## config.mk

```make
export PLATFORM = sky130hd
export DESIGN_NAME = ecc_point_ctrl
export DESIGN_NICKNAME = d
export VERILOG_FILES = /design/src/rtl/ecc_point_ctrl.sv
export SDC_FILE = /design/constraint.sdc
export NUM_CORES = 1
export LEC_CHECK = 0
export BUFFER_PORTS_ARGS = -buffer_cell sky130_fd_sc_hd__buf_2
export CAP_MARGIN = 0
export CORE_ASPECT_RATIO = 2
export CORE_UTILIZATION = 58
export DETAILED_ROUTE_END_ITERATION = 10
export HOLD_SLACK_MARGIN = 0.05
export PLACE_DENSITY = 0.82
export SLEW_MARGIN = 10
export SYNTH_ARGS = -nofsm -noshare
export SYNTH_HDL_FRONTEND = slang
export SYNTH_SLANG_ARGS = --single-unit
```

## constraint.sdc

```tcl
create_clock -name i_clk -period 11.03 [get_ports i_clk]
set_clock_uncertainty 0.15 [all_clocks]
set_input_delay 3.309 -clock i_clk [delete_from_list [all_inputs] [get_ports i_clk]]
set_output_delay 3.309 -clock i_clk [all_outputs]
set_load 0.02 [all_outputs]
```

## src/rtl/ecc_point_ctrl.sv

```systemverilog
// ecc_point_ctrl: affine elliptic-curve point ADD/DBL sequencer driving an external GF(p) unit.
// Build macro ECC_CTRL_TIMEOUT_EN bounds every MUL/DIV wait to TIMEOUT_CYC cycles and enables err.
module ecc_point_ctrl #(
   parameter int SIZE = 32
`ifdef ECC_CTRL_TIMEOUT_EN
   , parameter int TIMEOUT_CYC = 1024
`endif
) (
   input  logic            i_clk,
   input  logic            i_rst,
   input  logic            start,
   input  logic            mode,
   input  logic [SIZE-1:0] x1,
   input  logic [SIZE-1:0] y1,
   input  logic [SIZE-1:0] x2,
   input  logic [SIZE-1:0] y2,
   input  logic [SIZE-1:0] a_coef,
   input  logic [SIZE-1:0] prime,
   output logic [SIZE-1:0] gf_in_0,
   output logic [SIZE-1:0] gf_in_1,
   output logic [1:0]      gf_op,
   output logic            gf_go,
   input  logic [SIZE-1:0] gf_result,
   input  logic            gf_done,
   output logic [SIZE-1:0] x3,
   output logic [SIZE-1:0] y3,
   output logic            inf,
   output logic            err,
   output logic            busy,
   output logic            done
);

   typedef enum logic [2:0] {S_IDLE, S_CHECK, S_ISSUE, S_WAIT, S_FIN} state_t;

   localparam logic [1:0] OP_ADD = 2'd0, OP_SUB = 2'd1, OP_MUL = 2'd2, OP_DIV = 2'd3;
   localparam logic [3:0] R_X1 = 4'd0, R_Y1 = 4'd1, R_X2 = 4'd2, R_Y2 = 4'd3, R_A  = 4'd4;
   localparam logic [3:0] R_T0 = 4'd5, R_T1 = 4'd6, R_L  = 4'd7, R_X3 = 4'd8, R_Y3 = 4'd9;

   // Microcode step = {op, src0, src1, dst}
   function automatic logic [13:0] rom(input logic dbl, input logic [3:0] pc);
      logic [13:0] w;
      w = 14'd0;
      if (dbl) begin
         case (pc)
            4'd0:    w = {OP_MUL, R_X1, R_X1, R_T0};
            4'd1:    w = {OP_ADD, R_T0, R_T0, R_T1};
            4'd2:    w = {OP_ADD, R_T1, R_T0, R_T0};
            4'd3:    w = {OP_ADD, R_T0, R_A,  R_T0};
            4'd4:    w = {OP_ADD, R_Y1, R_Y1, R_T1};
            4'd5:    w = {OP_DIV, R_T0, R_T1, R_L };
            4'd6:    w = {OP_MUL, R_L,  R_L,  R_T0};
            4'd7:    w = {OP_SUB, R_T0, R_X1, R_T0};
            4'd8:    w = {OP_SUB, R_T0, R_X1, R_X3};
            4'd9:    w = {OP_SUB, R_X1, R_X3, R_T0};
            4'd10:   w = {OP_MUL, R_L,  R_T0, R_T0};
            4'd11:   w = {OP_SUB, R_T0, R_Y1, R_Y3};
            default: w = 14'd0;
         endcase
      end else begin
         case (pc)
            4'd0:    w = {OP_SUB, R_Y2, R_Y1, R_T0};
            4'd1:    w = {OP_SUB, R_X2, R_X1, R_T1};
            4'd2:    w = {OP_DIV, R_T0, R_T1, R_L };
            4'd3:    w = {OP_MUL, R_L,  R_L,  R_T0};
            4'd4:    w = {OP_SUB, R_T0, R_X1, R_T0};
            4'd5:    w = {OP_SUB, R_T0, R_X2, R_X3};
            4'd6:    w = {OP_SUB, R_X1, R_X3, R_T0};
            4'd7:    w = {OP_MUL, R_L,  R_T0, R_T0};
            4'd8:    w = {OP_SUB, R_T0, R_Y1, R_Y3};
            default: w = 14'd0;
         endcase
      end
      return w;
   endfunction

   state_t          state_r, state_nx;
   logic [3:0]      pc_r, pc_nx;
   logic            dbl_r, dbl_nx, gap_r, gap_nx;
   logic            load_s, wr_en_s, clr_res_s, inf_set_s, err_set_s, to_s;
   logic [13:0]     step_s, next_step_s;
   logic            last_s, x_eq_s, y_eq_s, pt_inf_s;
   logic [SIZE-1:0] rf_r [0:9];
   logic            gf_go_r, busy_r, done_r, inf_r, err_r;
   logic            unused_s;

   assign step_s      = rom(dbl_r, pc_r);
   assign next_step_s = rom(dbl_r, pc_r + 4'd1);
   assign last_s      = dbl_r ? (pc_r == 4'd11) : (pc_r == 4'd8);
   assign x_eq_s      = (rf_r[R_X1] == rf_r[R_X2]);
   assign y_eq_s      = (rf_r[R_Y1] == rf_r[R_Y2]);
   // P == Q falls through to doubling, so a zero y1 there is also the point at infinity
   assign pt_inf_s    = (!dbl_r && x_eq_s && !y_eq_s) ||
                        ((dbl_r || (x_eq_s && y_eq_s)) && (rf_r[R_Y1] == {SIZE{1'b0}}));
   assign unused_s    = ^{prime, next_step_s[12:0]};

`ifdef ECC_CTRL_TIMEOUT_EN
   logic [SIZE-1:0] wcnt_r;

   // Wait counter: restarts on every issue, counts cycles spent in WAIT
   always_ff @(posedge i_clk or negedge i_rst) begin
      if (!i_rst)
         wcnt_r <= {SIZE{1'b0}};
      else if (state_r == S_ISSUE)
         wcnt_r <= {SIZE{1'b0}};
      else if (state_r == S_WAIT)
         wcnt_r <= wcnt_r + {{(SIZE-1){1'b0}}, 1'b1};
   end

   assign to_s = (wcnt_r == SIZE'(TIMEOUT_CYC - 1));
`else
   assign to_s = 1'b0;
`endif

   // FSM state and sequencing registers
   always_ff @(posedge i_clk or negedge i_rst) begin
      if (!i_rst) begin
         state_r <= S_IDLE;
         pc_r    <= 4'd0;
         dbl_r   <= 1'b0;
         gap_r   <= 1'b0;
      end else begin
         state_r <= state_nx;
         pc_r    <= pc_nx;
         dbl_r   <= dbl_nx;
         gap_r   <= gap_nx;
      end
   end

   // Next-state, program counter and register-file write decisions
   always_comb begin
      state_nx  = state_r;
      pc_nx     = pc_r;
      dbl_nx    = dbl_r;
      gap_nx    = gap_r;
      load_s    = 1'b0;
      wr_en_s   = 1'b0;
      clr_res_s = 1'b0;
      inf_set_s = 1'b0;
      err_set_s = 1'b0;
      case (state_r)
         S_IDLE: begin
            if (start) begin
               load_s   = 1'b1;
               dbl_nx   = mode;
               pc_nx    = 4'd0;
               gap_nx   = 1'b0;
               state_nx = S_CHECK;
            end else begin
               state_nx = S_IDLE;
            end
         end
         S_CHECK: begin
            if (pt_inf_s) begin
               inf_set_s = 1'b1;
               clr_res_s = 1'b1;
               state_nx  = S_FIN;
            end else begin
               dbl_nx   = dbl_r | (x_eq_s & y_eq_s);
               state_nx = S_ISSUE;
            end
         end
         S_ISSUE: begin
            if (gap_r) begin
               gap_nx = 1'b0;
            end else if (step_s[13]) begin
               state_nx = S_WAIT;
            end else begin
               wr_en_s = 1'b1;
               if (last_s)
                  state_nx = S_FIN;
               else
                  pc_nx = pc_r + 4'd1;
            end
         end
         S_WAIT: begin
            if (gf_done) begin
               wr_en_s = 1'b1;
               if (last_s) begin
                  state_nx = S_FIN;
               end else begin
                  pc_nx    = pc_r + 4'd1;
                  gap_nx   = next_step_s[13];
                  state_nx = S_ISSUE;
               end
            end else if (to_s) begin
               err_set_s = 1'b1;
               clr_res_s = 1'b1;
               state_nx  = S_FIN;
            end else begin
               state_nx = S_WAIT;
            end
         end
         S_FIN:   state_nx = S_IDLE;
         default: state_nx = S_IDLE;
      endcase
   end

   // Output flags, registered from the next state so they line up with it
   always_ff @(posedge i_clk or negedge i_rst) begin
      if (!i_rst) begin
         gf_go_r <= 1'b0;
         busy_r  <= 1'b0;
         done_r  <= 1'b0;
         inf_r   <= 1'b0;
         err_r   <= 1'b0;
      end else begin
         gf_go_r <= ((state_nx == S_ISSUE) && !gap_nx) || (state_nx == S_WAIT);
         busy_r  <= (state_nx == S_CHECK) || (state_nx == S_ISSUE) || (state_nx == S_WAIT);
         done_r  <= (state_nx == S_FIN);
         if (load_s)
            inf_r <= 1'b0;
         else if (inf_set_s)
            inf_r <= 1'b1;
         if (load_s)
            err_r <= 1'b0;
         else if (err_set_s)
            err_r <= 1'b1;
      end
   end

   // Register file: captured operands, temporaries and the result point
   always_ff @(posedge i_clk or negedge i_rst) begin
      if (!i_rst) begin
         for (int i = 0; i < 10; i++)
            rf_r[i] <= {SIZE{1'b0}};
      end else if (load_s) begin
         rf_r[R_X1] <= x1;
         rf_r[R_Y1] <= y1;
         rf_r[R_X2] <= x2;
         rf_r[R_Y2] <= y2;
         rf_r[R_A]  <= a_coef;
      end else if (clr_res_s) begin
         rf_r[R_X3] <= {SIZE{1'b0}};
         rf_r[R_Y3] <= {SIZE{1'b0}};
      end else if (wr_en_s) begin
         rf_r[step_s[3:0]] <= gf_result;
      end
   end

   assign gf_go   = gf_go_r;
   assign gf_op   = gf_go_r ? step_s[13:12] : 2'd0;
   assign gf_in_0 = gf_go_r ? rf_r[step_s[11:8]] : {SIZE{1'b0}};
   assign gf_in_1 = gf_go_r ? rf_r[step_s[7:4]]  : {SIZE{1'b0}};
   assign x3      = rf_r[R_X3];
   assign y3      = rf_r[R_Y3];
   assign inf     = inf_r;
   assign err     = err_r;
   assign busy    = busy_r;
   assign done    = done_r;

endmodule
```

==> results.py, run 1 <==
metrics = {
    "status": {
        "status": "finished clean",
    },
    "finish": {
        "layout_commonest_cell": "nand2_1",
        "final_nets": 2498,
        "layout_common_cells": "nand2_1, dfrtp_1, buf_2",
        "syn_to_final_growth_pct": 11.2,
        "drive_gt1_frac": 0.247,
    },
    "floorplan": {
        "ios": 364,
        "row_count": 96,
        "core_area_um2": 34400,
        "die_area_um2": 35800,
        "die_h_um": 266,
        "start_util": 0.591,
        "die_w_um": 134,
    },
    "worst_hold_path": {
        "worstHoldStart": "inf",
        "hold_path_depth": 1,
        "hold_path.class": "reg -> reg",
        "worstHoldEndpoint": "inf",
    },
    "grt": {
        "grt_pass1_vias": 18677,
        "grt_pass1_wl_um": 112000,
        "grt.busiest_layer": "met2",
        "grt_overflow": 0,
        "grt_usage": 0.423,
        "grt_util_met3": 0.0752,
        "use_met1": 0.480,
        "met2_usage": 0.678,
        "antenna_found_initial": 2,
        "grt_max_degree": 133,
    },
    "detailed_routing": {
        "finalWirelength_um": 75500,
        "routedWlPerCell_um": 27.7,
        "ant_nets": 0,
        "vias_per_cell": 7.05,
        "drc": 0,
        "drtIter0Drc": 2461,
        "first_pass_iters": 6,
        "vias": 19235,
    },
    "timing": {
        "clock.fmax_mhz": 111,
        "rsz0062_at_grt": "no",
        "maxSlewViolCount": 0,
        "final.min_clock_period_ps": 9020,
        "hold_viol_final": 0,
        "finalSetupTns_ps": 0,
        "setup_viol": 0,
        "tightest_slew_ps": 1320,
        "slew_headroom": 0.119,
        "fin_crit_sh": 0.818,
    },
    "setup_path": {
        "cp.required_ps": 7570,
        "critPathMaxFanout": 72,
        "worst-r2r-setup-slack_ps": 6070,
        "critical_path_arrival_ps": 5560,
        "crit_start": "pc_r[0]",
        "rr_worst_depth": 9,
        "crit_type": "reg -> out",
        "r2r_end": "rf_r[296]",
        "startpoint_type": "flip-flop",
        "critical_path.endpoint_type": "output pin",
        "r2r-start": "pc_r[0]",
    },
    "clock_tree": {
        "tritoncts": "done",
        "clk_latency_ps": 590,
        "post_cts_resized": 0,
        "clk_path_buf_depth": 3,
        "path_clk_slew_ps": 70,
        "htreeDepth": 1,
        "postCtsSetupBuffers": 0,
        "cts_root_buf": "clkbuf_16",
        "clkSinkCount": 333,
        "numCtsBuffers": 30,
        "cts_hold_buf": 0,
    },
    "placed_design": {
        "hpwl_um": 50700,
        "port_buffers": 330,
        "gp_congestion": 0.953,
    },
    "yosys": {
        "postSynth.asyncResetShare": 1.00,
        "synth_edf_count": 0,
        "seq_area_frac_synth": 0.411,
        "synthCells": 2116,
        "ys_ff_latch": 333,
        "synth_flop_cell": "dfrtp_1",
        "syn_nets": 2353,
        "yosys_warnings": 0,
        "synth.distinct_cells": 61,
        "synth_area_um2": 20300,
        "syn_avg_cell_area_um2": 9.59,
    },
    "run": {
        "cap_violations": 0,
    },
}
kinds of logic after synthesis:
group	Yosys count	share of synthesized area
other cells	1	0.000185
fa+ha+maj	8	0.00493
flops	333	0.411
simple gates	724	0.156
compound gates	493	0.174
mux	228	0.159
xor+xnor	67	0.0289
buf+inv	262	0.0676
through the flow:
stage	setup slack, ps	instances	utilization	instance area (µm²)	hold WS [ps]
floorplan	4720	2116	-	20300	326
global placement	3080	2670	0.627	21500	322
detailed placement	3040	2670	0.627	21500	341
CTS	2420	2725	0.656	22500	356
global route	1880	2727	0.656	22600	379
finish	2010	2727	0.656	22600	354
routing by layer:
layer	routed length (µm)	share of wire
met1	23700	0.31
met2	35900	0.47
met3	7580	0.10
met4	8370	0.11
met5	0	0
synthesized netlist by cell type, types with 2 or more instances:
master	count	area, µm²
o2bb2ai_1	64	561
a22oi_1	22	165
o21ai_1	35	175
a211o_1	10	87.6
buf_4	71	533
nor2_1	26	97.6
dfrtp_1	333	8330
nor3_1	12	60.1
a22oi_2	10	125
inv_2	2	7.51
or2_2	4	25.0
nand4_1	37	231
nand3b_1	2	15.0
nor4_1	18	113
o31a_1	2	17.5
o211ai_1	27	203
o21ai_0	107	536
nand3_1	18	90.1
xor2_1	33	289
nand2b_1	4	25.0
ha_1	8	100
mux2_1	53	597
inv_1	9	33.8
a31o_2	3	26.3
and3_1	65	407
buf_2	52	260
clkbuf_1	116	435
nand2_1	518	1940
a21oi_1	26	130
mux2_2	43	484
and2_1	5	31.3
or3_1	3	18.8
xnor2_1	34	298
mux4_2	65	1460
buf_6	6	67.6
o22ai_1	2	12.5
a211oi_1	69	518
buf_1	5	18.8
a21o_1	5	37.5
a22o_1	2	17.5
mux2i_1	67	671
a311oi_1	66	578
nor2b_1	6	37.5
o21a_1	34	255
critical path: stages, from the launching register on:
cell and delay [ps]:
dfrtp_1 550, inv_1 250, ha_1 320, nand2_1 110, a21o_1 640, nand2_4 760
buf_4 760, a211oi_1 170, a311oi_1 940, o21a_1 240, buf_2 180
sequential cells by signal, indices dropped and copies added, names as in the netlist:
register / cells
busy: 1
dbl_r: 1
done: 1
gap_r: 1
gf_go: 1
inf: 1
pc_r: 4
rf_r: 256
state_r: 3
x3: 32
y3: 32
area by class of cell:
| class | count | area [µm²] |
|---|---|---|
| Sequential cell | 333 | 8330 |
| Timing Repair Buffer | 364 | 1920 |
| Multi-Input combinational cell | 1521 | 10700 |
| Fill cell | 2847 | 11800 |
| Clock buffer | 43 | 891 |
| Clock inverter | 12 | 126 |
| Tap cell | 441 | 552 |
| Inverter | 11 | 41.3 |
| Antenna cell | 2 | 5.00 |
how the worst max path moves through the flow:
stage	to	slack (ps)
2_1_floorplan	gf_in_1[15]	4720
3_3_place_gp	gf_in_1[5]	3080
3_5_place_dp	gf_in_1[7]	3040
4_1_cts	gf_in_1[7]	2420
5_1_grt	gf_in_0[10]	1880
6_report	gf_in_0[10]	2010
Power of run 1 is left out: the tool's default activity adds up to more than one toggle a clock period on the data nets, which glitch-free logic cannot reach.
==> inputs of run 2 (changes only) <==
- ABC_AREA: default -> 1
- CORE_UTILIZATION: 58 -> 52
- PLACE_DENSITY: 0.82 -> 0.78
- clock period: 11.03 -> 7.6 ns (I/O delays scaled with it)
==> run 2 against run 1 <==
  * Die area increased by 15%
  * Non-clock buffer count increased by 2
  * Wire length is 0.66% higher
  * Via count rose by 16%
  * Global-route usage decreased by 5.3 points
  * Hold slack worse by 7.4 ps
  * Critical path depth up 6
  * First-iteration DRC count rose by 12%
  * Final cell count is 39% higher
==> results.py, run 2 <==
metrics = {
    "floorplan": {
        "die_w_um": 144,
        "die_h_um": 286,
        "core_area_um2": 39700,
        "die_area_um2": 41300,
        "start_util": 0.530,
        "row_count": 103,
        "ios": 364,
    },
    "detailed_routing": {
        "drc": 0,
        "drtIter0Drc": 2747,
        "vias_per_cell": 5.90,
        "finalWirelength_um": 76000,
        "routedWlPerCell_um": 20.1,
        "vias": 22388,
        "ant_nets": 0,
        "first_pass_iters": 6,
    },
    "finish": {
        "largest_reg_flops": 256,
        "regMostFlops": "rf_r",
        "syn_to_final_growth_pct": 11.1,
        "layout_commonest_cell": "nand2_1",
        "final_nets": 3480,
        "layout_common_cells": "nand2_1, nand3_1, dfrtp_1",
        "instances_no_fill": 3792,
        "drive_gt1_frac": 0.141,
    },
    "clock_tree": {
        "clkSinkCount": 333,
        "tritoncts": "done",
        "cts_root_buf": "clkbuf_16",
        "post_cts_resized": 0,
        "clk_latency_ps": 540,
        "path_clk_slew_ps": 60,
        "cts_hold_buf": 0,
        "clk_path_buf_depth": 3,
        "numCtsBuffers": 34,
        "postCtsSetupBuffers": 0,
        "htreeDepth": 2,
    },
    "grt": {
        "grt_pass1_wl_um": 117000,
        "grt_pass1_vias": 21261,
        "grt_usage": 0.370,
        "grt_overflow": 0,
        "grt_max_degree": 179,
        "antenna_found_initial": 0,
    },
    "setup_path": {
        "r2r-start": "pc_r[0]",
        "critical_path.endpoint_type": "output pin",
        "critPathMaxFanout": 78,
        "crit_type": "reg -> out",
        "crit_start": "pc_r[0]",
        "worst-r2r-setup-slack_ps": 3650,
        "critical_path_arrival_ps": 4590,
        "cp.required_ps": 5170,
        "startpoint_type": "flip-flop",
        "r2r_end": "rf_r[158]",
        "rr_worst_depth": 13,
    },
    "yosys": {
        "synth_flop_cell": "dfrtp_1",
        "synth_top_area_frac": 0.396,
        "synth.largest_area_cell": "dfrtp_1",
        "synth_area_leaders": "dfrtp_1, nand2_1, nand3_1, o21ai_0, nor2_1",
        "ys_ff_latch": 333,
        "seq_area_frac_synth": 0.396,
        "synth_area_um2": 21000,
        "synth.most_common_cell": "nand2_1",
        "syn_nets": 3351,
        "synthCells": 3114,
        "postSynth.asyncResetShare": 1.00,
        "yosys_warnings": 0,
        "syn_avg_cell_area_um2": 6.75,
        "synth_edf_count": 0,
        "yosys-top-cells-count": "nand2_1, nand3_1, dfrtp_1",
        "synth.distinct_cells": 39,
    },
    "status": {
        "status": "finished clean",
    },
    "worst_hold_path": {
        "hold_path.class": "reg -> reg",
        "hold_path_depth": 2,
        "worstHoldEndpoint": "y3[18]",
        "worstHoldStart": "y3[18]",
    },
    "timing": {
        "fin_ws_ps": 581,
        "timing.hold.ws_ps": 347,
        "hold_viol_final": 0,
        "tightest_slew_ps": 1090,
        "maxSlewViolCount": 0,
        "fin_crit_sh": 0.924,
        "final.min_clock_period_ps": 7020,
        "rsz0062_at_grt": "no",
        "clock.fmax_mhz": 142,
        "finalSetupTns_ps": 0,
        "setup_viol": 0,
        "slew_headroom": 0.273,
    },
    "placed_design": {
        "post-place-cells": 3732,
        "port_buffers": 330,
        "gp_congestion": 0.953,
        "hpwl_um": 51300,
        "place_worst_setup_slack_ps": 1230,
    },
    "run": {
        "cap_violations": 0,
    },
}
run 2: cell count changes in the layout (fill, tap and decap cells not counted), moves of 78 or more:
cell	previous run	this run
nand3_1	17	453
o21ai_1	35	136
inv_1	9	180
nand2_1	516	1111
o21ai_0	107	185
nor2_1	20	208
run 2: cells by family (layout without fill, tap and decap cells):
kind of cell	after synthesis	in the layout	share of synthesized area
and+or+nand+nor	1823	1823	0.360
DFF	333	333	0.396
buffers and inverters	465	617	0.106
adders and majority gates	8	8	0.00476
xor gates and xnor gates	23	23	0.00958
AOI/OAI and AO/OA	461	461	0.122
other	1	2	0.000178
run 2: how the worst max path moves through the flow:
stage / endpoint / slack (ps)
6_report: gf_in_0[13] / 580
5_1_grt: gf_in_0[13] / 380
4_1_cts: gf_in_0[13] / 680
3_5_place_dp: gf_in_0[13] / 1230
3_3_place_gp: gf_in_0[13] / 1300
2_1_floorplan: gf_in_1[22] / 2700
run 2: metrics by stage:
step	cell area, µm²	util
floorplan	21000	-
global placement	22200	0.560
detailed placement	22200	0.560
CTS	23400	0.589
global route	23400	0.589
finish	23400	0.589
run 2: layer usage:
layer	share of wire	global-route usage	vias to the layer above
met2	0.46	0.578	1432
met5	0	0	-
li1	-	-	10275
met3	0.098	0.0586	282
met4	0.069	0.248	0
met1	0.37	0.469	10399
run 2: worst max-delay path, stage by stage (launching register included):
cell	delay [ps]
dfrtp_1	520
inv_1	310
ha_1	200
inv_1	30
nor2_1	180
nor2_1	70
nor2_1	260
nand2_1	150
nand2_4	480
inv_4	420
buf_12	340
nand2_1	100
o211ai_1	100
nand3_1	180
o21ai_1	80
nor2_1	330
buf_2	250
run 2: cell type report:
type                       count  area, µm²
inverter                     192        729
clock buffer                  52       1050
clock inverter                 7       92.6
sequential                   333       8330
antenna                        1       2.50
multi-input combinational   2316      10500
tap                          525        657
fill                        3823      16300
timing repair buffer         366       1980
Power of run 2 is left out for the same reason.
